[config.mk]
export PLATFORM = sky130hd
export DESIGN_NAME = cmos_pixel_packer_flat
export DESIGN_NICKNAME = d
export VERILOG_FILES = /design/src/rtl/cmos_pixel_packer_if.sv /design/src/rtl/cmos_pixel_packer.sv /design/src/flat_wrapper.sv
export SDC_FILE = /design/constraint.sdc
export NUM_CORES = 1
export LEC_CHECK = 0
export BUFFER_PORTS_ARGS = -buffer_cell sky130_fd_sc_hd__buf_2
export CAP_MARGIN = 15
export CORE_MARGIN = 3
export CORE_UTILIZATION = 40
export DETAILED_ROUTE_END_ITERATION = 10
export PLACE_DENSITY_LB_ADDON = 0.1
export SLEW_MARGIN = 20
export SYNTH_ARGS = -nofsm -noshare
export SYNTH_HDL_FRONTEND = slang
export SYNTH_SLANG_ARGS = --single-unit
[constraint.sdc]
create_clock -name cmos_clk -period 5.4 [get_ports cmos_clk]
set_clock_uncertainty 0.1 [all_clocks]
set_input_delay 0.27 -clock cmos_clk [delete_from_list [all_inputs] [get_ports cmos_clk]]
set_output_delay 0.27 -clock cmos_clk [all_outputs]
set_load 0.01 [all_outputs]
[src/rtl/cmos_pixel_packer_if.sv]
// Packed-word stream between the pixel packer and the frame-buffer write FIFO.
// Valid/ready handshake with frame and line markers qualifying the data.
interface cmos_pixel_packer_if #(
    parameter int DW = 128
) ();
    logic          pack_valid;
    logic          pack_ready;
    logic [DW-1:0] pack_data;
    logic          pack_sof;
    logic          pack_eol;

    modport master (
        output pack_valid,
        output pack_data,
        output pack_sof,
        output pack_eol,
        input  pack_ready
    );

    modport slave (
        input  pack_valid,
        input  pack_data,
        input  pack_sof,
        input  pack_eol,
        output pack_ready
    );
endinterface

[src/rtl/cmos_pixel_packer.sv]
// Camera pixel stream to 32-bit-lane packed words, with a small output FIFO,
// frame/line markers, frame timing pulses and a sticky overflow flag.
module cmos_pixel_packer #(
    parameter int AXI4_DATA_WIDTH = 128,
    parameter int IMG_HDISP       = 1280,
    parameter int IMG_VDISP       = 720,
    parameter bit VSYNC_POL       = 1'b1,
    parameter int OUT_DEPTH       = 4
) (
    input  logic                       cmos_clk,
    input  logic                       rst_n,
    input  logic                       cmos_vsync,
    input  logic                       cmos_href,
    input  logic                       cmos_clken,
    input  logic [23:0]                cmos_data,
    cmos_pixel_packer_if.master        pack,
    output logic                       frame_start,
    output logic                       frame_done,
    output logic                       overflow,
    output logic [10:0]                line_cnt
);
    localparam int PPW = AXI4_DATA_WIDTH / 32;
    localparam int LW  = (PPW > 1) ? $clog2(PPW) : 1;
    localparam int AW  = $clog2(OUT_DEPTH);
    localparam int EW  = AXI4_DATA_WIDTH + 2;
    localparam logic [10:0]   HD        = 11'(IMG_HDISP);
    localparam logic [10:0]   VD        = 11'(IMG_VDISP);
    localparam logic [LW-1:0] LAST_LANE = LW'(PPW - 1);
    localparam logic [AW:0]   FULL_CNT  = (AW + 1)'(OUT_DEPTH);

    logic                       r_vs_d;
    logic                       r_href_d;
    logic [LW-1:0]              r_lane;
    logic [10:0]                r_pix_cnt;
    logic [10:0]                r_line_cnt;
    logic [AXI4_DATA_WIDTH-1:0] r_word;
    logic                       r_sof_arm;
    logic                       r_frame_start;
    logic                       r_frame_done;
    logic                       r_overflow;
    logic [EW-1:0]              r_mem [OUT_DEPTH];
    logic [AW:0]                r_wr_ptr;
    logic [AW:0]                r_rd_ptr;

    logic                       w_vs_act;
    logic                       w_vs_edge;
    logic                       w_href_fall;
    logic                       w_accept;
    logic                       w_last_pix;
    logic                       w_full_lane;
    logic                       w_flush;
    logic                       w_line_end;
    logic                       w_complete;
    logic                       w_eol;
    logic                       w_push;
    logic [AW:0]                w_count;
    logic                       w_empty;
    logic                       w_full;
    logic                       w_pop;
    logic                       w_wr_en;
    logic                       w_drop;
    logic [AXI4_DATA_WIDTH-1:0] w_word;
    logic [EW-1:0]              w_head;

    assign w_vs_act    = (cmos_vsync == VSYNC_POL);
    assign w_vs_edge   = w_vs_act & ~r_vs_d;
    assign w_href_fall = r_href_d & ~cmos_href;
    assign w_accept    = cmos_href & cmos_clken
                       & (r_pix_cnt < HD) & (r_line_cnt < VD);
    assign w_last_pix  = (r_pix_cnt == HD - 11'd1);
    assign w_full_lane = (r_lane == LAST_LANE);
    assign w_flush     = w_href_fall & (r_lane != '0);
    assign w_line_end  = w_href_fall & (r_pix_cnt != '0);
    assign w_complete  = (w_accept & (w_full_lane | w_last_pix)) | w_flush;
    assign w_eol       = w_flush | (w_accept & w_last_pix);
    // A vsync edge in the same cycle discards the word instead of pushing it
    assign w_push      = w_complete & ~w_vs_edge;

    assign w_count = r_wr_ptr - r_rd_ptr;
    assign w_empty = (r_wr_ptr == r_rd_ptr);
    assign w_full  = (w_count == FULL_CNT);
    assign w_pop   = ~w_empty & pack.pack_ready;
    assign w_wr_en = w_push & (~w_full | w_pop);
    assign w_drop  = w_push & w_full & ~w_pop;

    always_comb begin
        w_word = r_word;
        if (w_accept) begin
            for (int k = 0; k < PPW; k++) begin
                if (r_lane == LW'(k)) begin
                    w_word[32*k +: 32] = {8'h00, cmos_data};
                end
            end
        end
    end

    always_ff @(posedge cmos_clk) begin
        if (!rst_n) begin
            r_vs_d        <= 1'b0;
            r_href_d      <= 1'b0;
            r_lane        <= '0;
            r_pix_cnt     <= '0;
            r_line_cnt    <= '0;
            r_word        <= '0;
            r_sof_arm     <= 1'b0;
            r_frame_start <= 1'b0;
            r_frame_done  <= 1'b0;
            r_overflow    <= 1'b0;
            r_wr_ptr      <= '0;
            r_rd_ptr      <= '0;
        end else begin
            r_vs_d        <= w_vs_act;
            r_href_d      <= cmos_href;
            r_frame_start <= w_vs_edge;
            r_frame_done  <= w_line_end & ~w_vs_edge
                           & (r_line_cnt == VD - 11'd1);
            if (w_vs_edge) begin
                r_lane     <= '0;
                r_pix_cnt  <= '0;
                r_line_cnt <= '0;
                r_word     <= '0;
                r_sof_arm  <= 1'b1;
                r_overflow <= 1'b0;
            end else begin
                if (w_accept) begin
                    r_pix_cnt <= r_pix_cnt + 11'd1;
                    if (w_complete) begin
                        r_lane <= '0;
                        r_word <= '0;
                    end else begin
                        r_lane <= r_lane + LW'(1);
                        r_word <= w_word;
                    end
                end
                if (w_line_end) begin
                    r_line_cnt <= r_line_cnt + 11'd1;
                    r_pix_cnt  <= '0;
                    r_lane     <= '0;
                end
                if (w_flush) begin
                    r_word <= '0;
                end
                if (w_wr_en) begin
                    r_sof_arm <= 1'b0;
                end
                if (w_drop) begin
                    r_overflow <= 1'b1;
                end
            end
            if (w_wr_en) begin
                r_wr_ptr <= r_wr_ptr + (AW + 1)'(1);
            end
            if (w_pop) begin
                r_rd_ptr <= r_rd_ptr + (AW + 1)'(1);
            end
        end
    end

    // Storage needs no reset: the head is masked while the FIFO is empty
    always_ff @(posedge cmos_clk) begin
        if (w_wr_en) begin
            r_mem[r_wr_ptr[AW-1:0]] <= {r_sof_arm, w_eol, w_word};
        end
    end

    assign w_head = r_mem[r_rd_ptr[AW-1:0]];

    assign pack.pack_valid = ~w_empty;
    assign pack.pack_sof   = ~w_empty & w_head[EW-1];
    assign pack.pack_eol   = ~w_empty & w_head[EW-2];
    assign pack.pack_data  = w_empty ? '0 : w_head[AXI4_DATA_WIDTH-1:0];

    assign frame_start = r_frame_start;
    assign frame_done  = r_frame_done;
    assign overflow    = r_overflow;
    assign line_cnt    = r_line_cnt;
endmodule

[src/flat_wrapper.sv]
// flat-port wrapper written by rule: the top's interface ports become plain ports
module cmos_pixel_packer_flat 
#(
    parameter int AXI4_DATA_WIDTH = 128,
    parameter int IMG_HDISP       = 1280,
    parameter int IMG_VDISP       = 720,
    parameter bit VSYNC_POL       = 1'b1,
    parameter int OUT_DEPTH       = 4
)
  (cmos_clk, rst_n, cmos_vsync, cmos_href, cmos_clken, cmos_data, frame_start, frame_done, overflow, line_cnt, pack_pack_valid, pack_pack_data, pack_pack_sof, pack_pack_eol, pack_pack_ready);
  cmos_pixel_packer_if #(.DW((128))) pack_i ();
  input  logic cmos_clk;
  input  logic rst_n;
  input  logic cmos_vsync;
  input  logic cmos_href;
  input  logic cmos_clken;
  input  logic [23:0] cmos_data;
  output logic frame_start;
  output logic frame_done;
  output logic overflow;
  output logic [10:0] line_cnt;
  output wire logic [$bits(pack_i.pack_valid)-1:0] pack_pack_valid;
  output wire logic [$bits(pack_i.pack_data)-1:0] pack_pack_data;
  output wire logic [$bits(pack_i.pack_sof)-1:0] pack_pack_sof;
  output wire logic [$bits(pack_i.pack_eol)-1:0] pack_pack_eol;
  input wire logic [$bits(pack_i.pack_ready)-1:0] pack_pack_ready;
  assign pack_pack_valid = pack_i.pack_valid;
  assign pack_pack_data = pack_i.pack_data;
  assign pack_pack_sof = pack_i.pack_sof;
  assign pack_pack_eol = pack_i.pack_eol;
  assign pack_i.pack_ready = pack_pack_ready;
  cmos_pixel_packer #(.AXI4_DATA_WIDTH(AXI4_DATA_WIDTH), .IMG_HDISP(IMG_HDISP), .IMG_VDISP(IMG_VDISP), .VSYNC_POL(VSYNC_POL), .OUT_DEPTH(OUT_DEPTH)) u_core (.cmos_clk(cmos_clk), .rst_n(rst_n), .cmos_vsync(cmos_vsync), .cmos_href(cmos_href), .cmos_clken(cmos_clken), .cmos_data(cmos_data), .pack(pack_i), .frame_start(frame_start), .frame_done(frame_done), .overflow(overflow), .line_cnt(line_cnt));
endmodule
==> results of run 1 <==
==> flip-flops by register name, summed over array words and instances (netlist names), named ones only <==
register / count
u_core.frame_done: 1
u_core.r_rd_ptr: 3
u_core.r_pix_cnt: 11
u_core.overflow: 1
u_core.r_href_d: 1
u_core.frame_start: 1
u_core.r_mem: 520
u_core.r_sof_arm: 1
u_core.r_word: 128
u_core.line_cnt: 11
u_core.r_vs_d: 1
u_core.r_lane: 2
u_core.r_wr_ptr: 3
==> layout make-up <==
cell class	count	area, µm²	area share, %
Antenna cell	1	2.50	0.00798
Timing Repair Buffer	217	1310	4.17
Multi-Input combinational cell	698	7490	23.9
Inverter	13	48.8	0.156
Clock inverter	20	263	0.838
Sequential cell	686	18900	60.5
Tap cell	864	1080	3.45
Clock buffer	113	2200	7.03
==> worst paths after layout <==
path | cells past startpoint | slack, ns | endpoint | startpoint
max | 6 | 1.72 | u_core.r_mem[1][116]$_DFFE_PP_ | u_core.r_pix_cnt[0]$_SDFFE_PP0N_
min | 2 | 0.03 | u_core.r_word[46]$_SDFFE_PP0N_ | cmos_data[14]
max reg2reg | 6 | 1.72 | u_core.r_mem[1][116]$_DFFE_PP_ | u_core.r_pix_cnt[0]$_SDFFE_PP0N_
min reg2reg | 1 | 0.35 | u_core.r_word[29]$_SDFFE_PP0N_ | u_core.r_word[29]$_SDFFE_PP0N_
==> power by group <==
part           leakage, nW  internal, mW  switching, mW
Combinational         3.67        0.0779          0.166
Clock                 1.21          3.10           1.98
Sequential            6.24          5.63        0.00799
Total                 11.1          8.80           2.16
==> metal layers <==
metal	share of wire, %	GRT usage (%)	vias up
met5	0.032	0	-
met4	2.4	5.08	2
met3	4.5	3.38	89
met2	49	30.8	313
met1	44	24.8	7284
li1	-	-	6212
==> cell usage after synthesis, types with 3 or more instances <==
cell type,n,share of area (%)
sky130_fd_sc_hd__edfxtp_1,520,58
sky130_fd_sc_hd__and2_1,193,4.5
sky130_fd_sc_hd__dfxtp_1,166,12
sky130_fd_sc_hd__mux4_2,130,11
sky130_fd_sc_hd__mux2_2,74,3.1
sky130_fd_sc_hd__a32o_1,72,2.7
sky130_fd_sc_hd__clkbuf_1,50,0.70
sky130_fd_sc_hd__nor2b_1,36,0.84
sky130_fd_sc_hd__buf_2,32,0.60
sky130_fd_sc_hd__nor2_1,27,0.38
sky130_fd_sc_hd__nand2_1,21,0.29
sky130_fd_sc_hd__mux2_4,20,1.1
sky130_fd_sc_hd__xnor2_1,18,0.59
sky130_fd_sc_hd__ha_1,14,0.65
sky130_fd_sc_hd__inv_1,13,0.18
sky130_fd_sc_hd__nand3_1,12,0.22
sky130_fd_sc_hd__a21oi_1,9,0.17
sky130_fd_sc_hd__nor3_1,7,0.13
sky130_fd_sc_hd__nor4_1,7,0.16
sky130_fd_sc_hd__and3_1,5,0.12
sky130_fd_sc_hd__nand2b_1,5,0.12
sky130_fd_sc_hd__clkbuf_2,4,0.075
sky130_fd_sc_hd__or3_1,4,0.093
sky130_fd_sc_hd__a31oi_1,3,0.070
sky130_fd_sc_hd__and2_0,3,0.070
sky130_fd_sc_hd__and4_1,3,0.098
sky130_fd_sc_hd__buf_6,3,0.13
sky130_fd_sc_hd__nor3b_2,3,0.14
sky130_fd_sc_hd__o21ai_0,3,0.056
sky130_fd_sc_hd__xor2_1,3,0.098
==> repair_timing <==
action | CTS | global route
endpoints found under the hold margin | 30 | 0
hold buffers | 12 | 0
gates resized for setup | 0 | 0
endpoints found under the setup margin | 0 | 0
==> stage by stage <==
step,cells,instance area [µm²],setup slack [ns]
after floorplan,1486,26800,0.0774
after global placement,2465,28700,1.69
after detailed placement,2466,28800,1.69
after CTS,2611,31300,1.66
after global routing,2611,31300,1.45
final,2612,31300,1.72
==> logic make-up after synthesis <==
group	after synthesis	synth area share, %
xor gates and xnor gates	21	0.687
adders and majority gates	14	0.654
and+or+nand+nor	339	7.62
buffers and inverters	102	1.68
AOI/OAI and AO/OA	96	3.32
DFF	686	70.7
muxes	228	15.3
==> flow_summary.rst, run 1 <==
.. list-table::
   :header-rows: 1

   * - Metric
     - Value
   * - Fill cells
     - 5694
   * - Library cell contributing the largest single delay on the critical path
     - sky130_fd_sc_hd__and3_4
   * - Post-synthesis register bit count
     - ~690
   * - Top-level port count
     - 175
   * - Netlist area before placement
     - 26800 µm²
   * - Data required time at the worst endpoint
     - 5.55 ns
   * - Clock input transition at the sequential cells of the worst setup and hold paths
     - 0.06 ns
   * - CTS Root Buffer Type
     - sky130_fd_sc_hd__clkbuf_16
   * - # nets final
     - 1733
   * - Initial DRC count
     - 979
   * - Cells after synthesis
     - 1486
   * - Number of buffers and inverters on the critical path
     - 1
   * - Number of buffers created by CTS
     - 73
   * - Worst min-delay path category
     - input port to register
   * - Post-synth net total
     - 1530
   * - Die extent in y
     - 265 µm
   * - Most used DFF post-synth
     - sky130_fd_sc_hd__edfxtp_1
   * - Async set or reset register ratio after synthesis
     - 0%
   * - Layout cell share with drive strength beyond 1
     - between 30% and 40%
   * - VDD IR max
     - 212 µV
   * - Initial Util
     - between 40% and 50%
   * - Critical Path Max Stage Delay
     - around 0.70 ns
   * - Leading cell type in the layout, fill and taps excluded
     - sky130_fd_sc_hd__edfxtp_1
   * - Outcome
     - complete, no violations
   * - CTS tree
     - built
   * - Category of the worst setup path capture point
     - register
   * - Tightest Pin Transition
     - roughly 1.1 ns
   * - Average footprint of a synthesized cell
     - 18.0 µm²
   * - Sum of internal, switching and leakage power
     - 11.0 mW
   * - Largest net degree at the start of global routing
     - 105
   * - Yosys cell types
     - 52
   * - Maximum count of clock buffers along a single path
     - 3
   * - DP Wirelength
     - 36.4 mm
   * - Syn. warnings
     - 0
   * - Setup-failing EPs final
     - 0
   * - Total grt overflow
     - 0
   * - Postcts setup bufs
     - 0
   * - Final critical path time including I/O delays and setup
     - approximately 3.7 ns
   * - Buffers on Ports
     - 174
   * - Number of failing hold endpoints at the final stage
     - 0
   * - Die area
     - 70100 µm²
   * - Antenna viol nets, final
     - 0
   * - Start-to-end type of the worst setup path
     - register to register
   * - Ratio of total power to cell area
     - between 300 and 400 nW/µm²
   * - CTS sink cnt
     - 686
   * - Leakage component of the power
     - 11.1 nW
   * - Worst hold-check slack
     - 0.0325 ns
   * - Max-cap violation count
     - 0
   * - Max transition margin
     - about 28%
   * - Global-route wire length before repair
     - between 90 and 100 mm
   * - Wire length per cell
     - 24.3 µm
   * - Timing-limited maximum frequency
     - between 200 and 300 MHz
   * - RSZ-0062 raised after global routing
     - no
   * - Pins Over Slew Limit
     - 0
   * - Number of synthesized flops with an enable pin
     - 520
   * - Router iterations before antenna repair
     - 5
   * - Arrival @ worst endpoint
     - 3.84 ns
   * - Area added between synthesis and finish
     - 17.0%
   * - Clock latency on the worst-skew pair
     - 0.60 ns
   * - Core area
     - 66100 µm²
   * - Crit path max fanout
     - 34
   * - Startpoint Class
     - register
   * - Standard-cell rows
     - 94
   * - Share of the core filled with cells in the final layout
     - 47.4%
   * - DRC violation count after routing
     - 0
   * - Family of cells with the greatest summed delay on the critical path
     - simple AND/OR/NAND/NOR gates
   * - Post-detailed-route via-to-cell ratio
     - ~5.3
   * - Wirelength, routed
     - 63.5 mm
   * - Die boundary width
     - 265 µm
   * - Sequence of cells on the critical path
     - ha_1 -> nor4bb_1 -> a41oi_2 -> o32ai_2 -> and3_4 -> buf_4
   * - Via count of the first global-routing pass
     - ~15000
   * - GRT Resource Usage Total
     - 18.4%
   * - Share of the yosys chip area belonging to registers
     - 70.7%
   * - Via count
     - 13900
   * - CTS H-tree depth
     - 3
   * - Antenna violations before repair
     - 6
   * - Tcrit/Tclk final
     - 68.2%
   * - TNS Setup
     - 0 ns
   * - Most frequent cells in the layout
     - sky130_fd_sc_hd__edfxtp_1, sky130_fd_sc_hd__and2_1, sky130_fd_sc_hd__buf_2
   * - Gp weighted congestion
     - 0.732
(Power assumes the default switching activity.)
==> run 2, diff against run 1 <==
- clock period: 5.4 -> 3.35 ns (I/O delays scaled with it)
==> run 2 against run 1 <==
  * Register-to-register slack got worse by 1.1 ns
  * Routed wire length increased by 1.5%
  * Combinational power increased by 72%
  * Worst setup slack got worse by 1.4 ns
  * Non-clock buffer count increased by 36
  * First-iteration DRC count decreased by 26%
  * Critical path depth unchanged
  * Total power increased by 62%
  * Clock power increased by 61%
  * Sequential share of layout area decreased by 1.0 points
  * Critical endpoint is now pack_pack_data[22]
  * Global-route usage increased by 0.11 points
  * Design area increased by 1.7%
==> flow_summary.rst, run 2 (synthesis gave the netlist of run 1 again) <==
.. list-table::
   :header-rows: 1

   * - Metric
     - Value
   * - GRT Resource Usage Total
     - 18.5% (+0.11 points)
   * - Instance count along the most critical hold path
     - 4 (+2)
   * - Sum of internal, switching and leakage power
     - 17.7 mW (+62%)
   * - Number of buffers created by CTS
     - 74 (+1.4%)
   * - Register-to-register setup slack
     - 0.57 ns (-1.15 ns)
   * - Max-cap violation count
     - 0 (unchanged)
   * - Die area
     - 70100 µm² (unchanged)
   * - Number of failing hold endpoints at the final stage
     - 0 (unchanged)
   * - RSZ-0062 raised after global routing
     - no
   * - Clock latency on the worst-skew pair
     - 0.61 ns (about the same)
   * - Via count
     - 14000 (+0.49%)
   * - Area added between synthesis and finish
     - 19.0%
   * - Number of buffers and inverters on the critical path
     - 3 (+2)
   * - Initial DRC count
     - 729 (-26%)
   * - Global-route wire length before repair
     - 95.6 mm (about the same)
   * - Post-route setup slack
     - 0.338 ns (-1.38 ns)
   * - # nets final
     - 1770 (+2.1%)
   * - Antenna viol nets, final
     - 0 (unchanged)
   * - Category of the worst setup path capture point
     - output port
   * - Tightest Pin Transition
     - 0.749 ns (-0.332 ns)
   * - TNS Setup
     - 0 ns (unchanged)
   * - CTS H-tree depth
     - 3 (unchanged)
   * - Tcrit/Tclk final
     - 89.9%
   * - Leading cell type in the layout, fill and taps excluded
     - sky130_fd_sc_hd__edfxtp_1
   * - Number of placed instances, taps included
     - 2484 (+0.73%)
   * - Gp weighted congestion
     - 0.723 (-1.3%)
   * - Start-to-end type of the worst setup path
     - register to output port
   * - Final cell area excluding filler cells
     - 31900 µm² (+1.7%)
   * - Max transition margin
     - 49.8% (+22 points)
   * - Die extent in y
     - 265 µm (unchanged)
   * - CTS tree
     - built
   * - Standard-cell rows
     - 94 (unchanged)
   * - Post-detailed-route via-to-cell ratio
     - 5.26 (-1.1%)
   * - DP Wirelength
     - 38.0 mm (+4.5%)
   * - Ratio of total power to cell area
     - 555 nW/µm² (+59%)
   * - VDD IR max
     - 311 µV (+47%)
   * - CTS Root Buffer Type
     - sky130_fd_sc_hd__clkbuf_16
   * - Largest net degree at the start of global routing
     - 73 (-30%)
   * - Worst Reg2Reg Path Length in Cells
     - 7 (+1)
   * - Crit path max fanout
     - 39 (+15%)
   * - Sequence of cells on the critical path
     - inv_1 -> ha_1 -> nand3_4 -> buf_4 -> and2_1 -> buf_2
   * - Core area
     - 66100 µm² (unchanged)
   * - Via count of the first global-routing pass
     - 14800 (-1.3%)
   * - Maximum count of clock buffers along a single path
     - 3 (unchanged)
   * - Placed inst area
     - 29100 µm² (+1.2%)
   * - Worst hold-check slack
     - 0.198 ns (+0.166 ns)
   * - Initial Util
     - 40.5% (unchanged)
   * - Leakage component of the power
     - 11.3 nW (+1.9%)
   * - Endpoint of the worst-slack reg-to-reg timing path
     - u_core.r_mem[0][95]$_DFFE_PP_
   * - Outcome
     - complete, no violations
   * - Timing-limited maximum frequency
     - 332 MHz
   * - Arrival @ worst endpoint
     - 2.74 ns (-1.10 ns)
   * - Endpoint with the worst hold slack
     - u_core.r_mem[3][93]$_DFFE_PP_
   * - Buffers on Ports
     - 174 (unchanged)
   * - Postcts setup bufs
     - 0 (unchanged)
   * - Die boundary width
     - 265 µm (unchanged)
   * - DRC violation count after routing
     - 0 (unchanged)
   * - Top-level port count
     - 175 (unchanged)
   * - Non-Filler Instances
     - 2654 (+1.6%)
   * - Number of flip-flops under the largest register name
     - 520 (unchanged)
   * - Library cell contributing the largest single delay on the critical path
     - sky130_fd_sc_hd__buf_4
   * - Most frequent cells in the layout
     - sky130_fd_sc_hd__edfxtp_1, sky130_fd_sc_hd__and2_1, sky130_fd_sc_hd__buf_2
   * - Launch instance of the worst min-delay path
     - cmos_clken
   * - Antenna violations before repair
     - 5 (-1)
   * - Worst min-delay path category
     - input port to register
   * - Data required time at the worst endpoint
     - 3.08 ns (-2.47 ns)
   * - Critical Path Max Stage Delay
     - 0.41 ns (-0.29 ns)
   * - Wirelength, routed
     - 64.5 mm (+1.5%)
   * - Setup-failing EPs final
     - 0 (unchanged)
   * - Layout cell share with drive strength beyond 1
     - 32.4% (+0.21 points)
   * - Family of cells with the greatest summed delay on the critical path
     - buffers and inverters
   * - Router iterations before antenna repair
     - 5 (unchanged)
   * - Startpoint Class
     - register
   * - Post-cts hold buffer count
     - 30 (+18)
   * - Clock input transition at the sequential cells of the worst setup and hold paths
     - 0.06 ns (about the same)
   * - Total grt overflow
     - 0 (unchanged)
   * - Pre-CTS worst setup slack
     - 0.567 ns (-1.12 ns)
   * - Final critical path time including I/O delays and setup
     - between 3 and 4 ns
   * - Pins Over Slew Limit
     - 0 (unchanged)
   * - Wire length per cell
     - 24.3 µm (about the same)
   * - Count of instances resized after the clock tree is built
     - 0 (unchanged)
   * - CTS sink cnt
     - 686 (unchanged)
   * - Launching point of the worst reg2reg path
     - u_core.r_pix_cnt[0]$_SDFFE_PP0N_
   * - Share of the core filled with cells in the final layout
     - 48.2% (+0.81 points)
## run 2: cell types whose count changed in the layout (fill, tap and decap cells not counted), sizes merged
cell         before  now
buf             205  223
dlygate4sd3      12   30
clkinv           13   18
clkbuf          113  110
inv              13   15
bufinv            6    7
diode             1    2
## run 2: metal layers
layer	share of wire, %	global-route usage [%]
met1	43	23.8
met2	50	32.1
met5	0.020	0
met4	1.8	5.20
met3	4.8	3.53
## run 2: power breakdown
| group | internal [mW] | total, mW | switching, mW | leakage, nW |
|---|---|---|---|---|
| registers | 9.07 | 9.08 | 0.0117 | 6.24 |
| logic | 0.144 | 0.420 | 0.277 | 3.88 |
| clock network | 4.96 | 8.20 | 3.24 | 1.21 |
## run 2: worst reg2reg max path, cell delays in order, from the launching register on
cell,delay [ns]
sky130_fd_sc_hd__dfxtp_1,0.43
sky130_fd_sc_hd__ha_1,0.25
sky130_fd_sc_hd__nor4bb_1,0.36
sky130_fd_sc_hd__a41oi_2,0.19
sky130_fd_sc_hd__o32ai_2,0.22
sky130_fd_sc_hd__buf_4,0.20
sky130_fd_sc_hd__and3_4,0.30
sky130_fd_sc_hd__buf_4,0.38
## run 2: layout make-up
class / instances / area (µm²)
Antenna cell: 2 / 5.00
Sequential cell: 686 / 18900
Fill cell: 5607 / 34200
Tap cell: 864 / 1080
Multi-Input combinational cell: 698 / 7490
Clock inverter: 28 / 350
Inverter: 13 / 48.8
Clock buffer: 110 / 2130
Timing Repair Buffer: 253 / 1830
## run 2: worst max-delay path by stage
| stage | depth (start not counted) | slack (ns) | from | to |
|---|---|---|---|---|
| after floorplan | 5 | -0.49 | u_core.r_pix_cnt[0]$_SDFFE_PP0N_ | u_core.r_mem[0][0]$_DFFE_PP_ |
| after global placement | 7 | 0.57 | u_core.r_pix_cnt[0]$_SDFFE_PP0N_ | u_core.r_mem[0][111]$_DFFE_PP_ |
| after detailed placement | 7 | 0.57 | u_core.r_pix_cnt[0]$_SDFFE_PP0N_ | u_core.r_mem[0][112]$_DFFE_PP_ |
| after CTS | 6 | 0.20 | u_core.r_wr_ptr[0]$_SDFFE_PN0P_ | pack_pack_data[22] |
| after global routing | 6 | 0.14 | u_core.r_wr_ptr[0]$_SDFFE_PN0P_ | pack_pack_data[22] |
| final | 6 | 0.34 | u_core.r_wr_ptr[0]$_SDFFE_PN0P_ | pack_pack_data[22] |
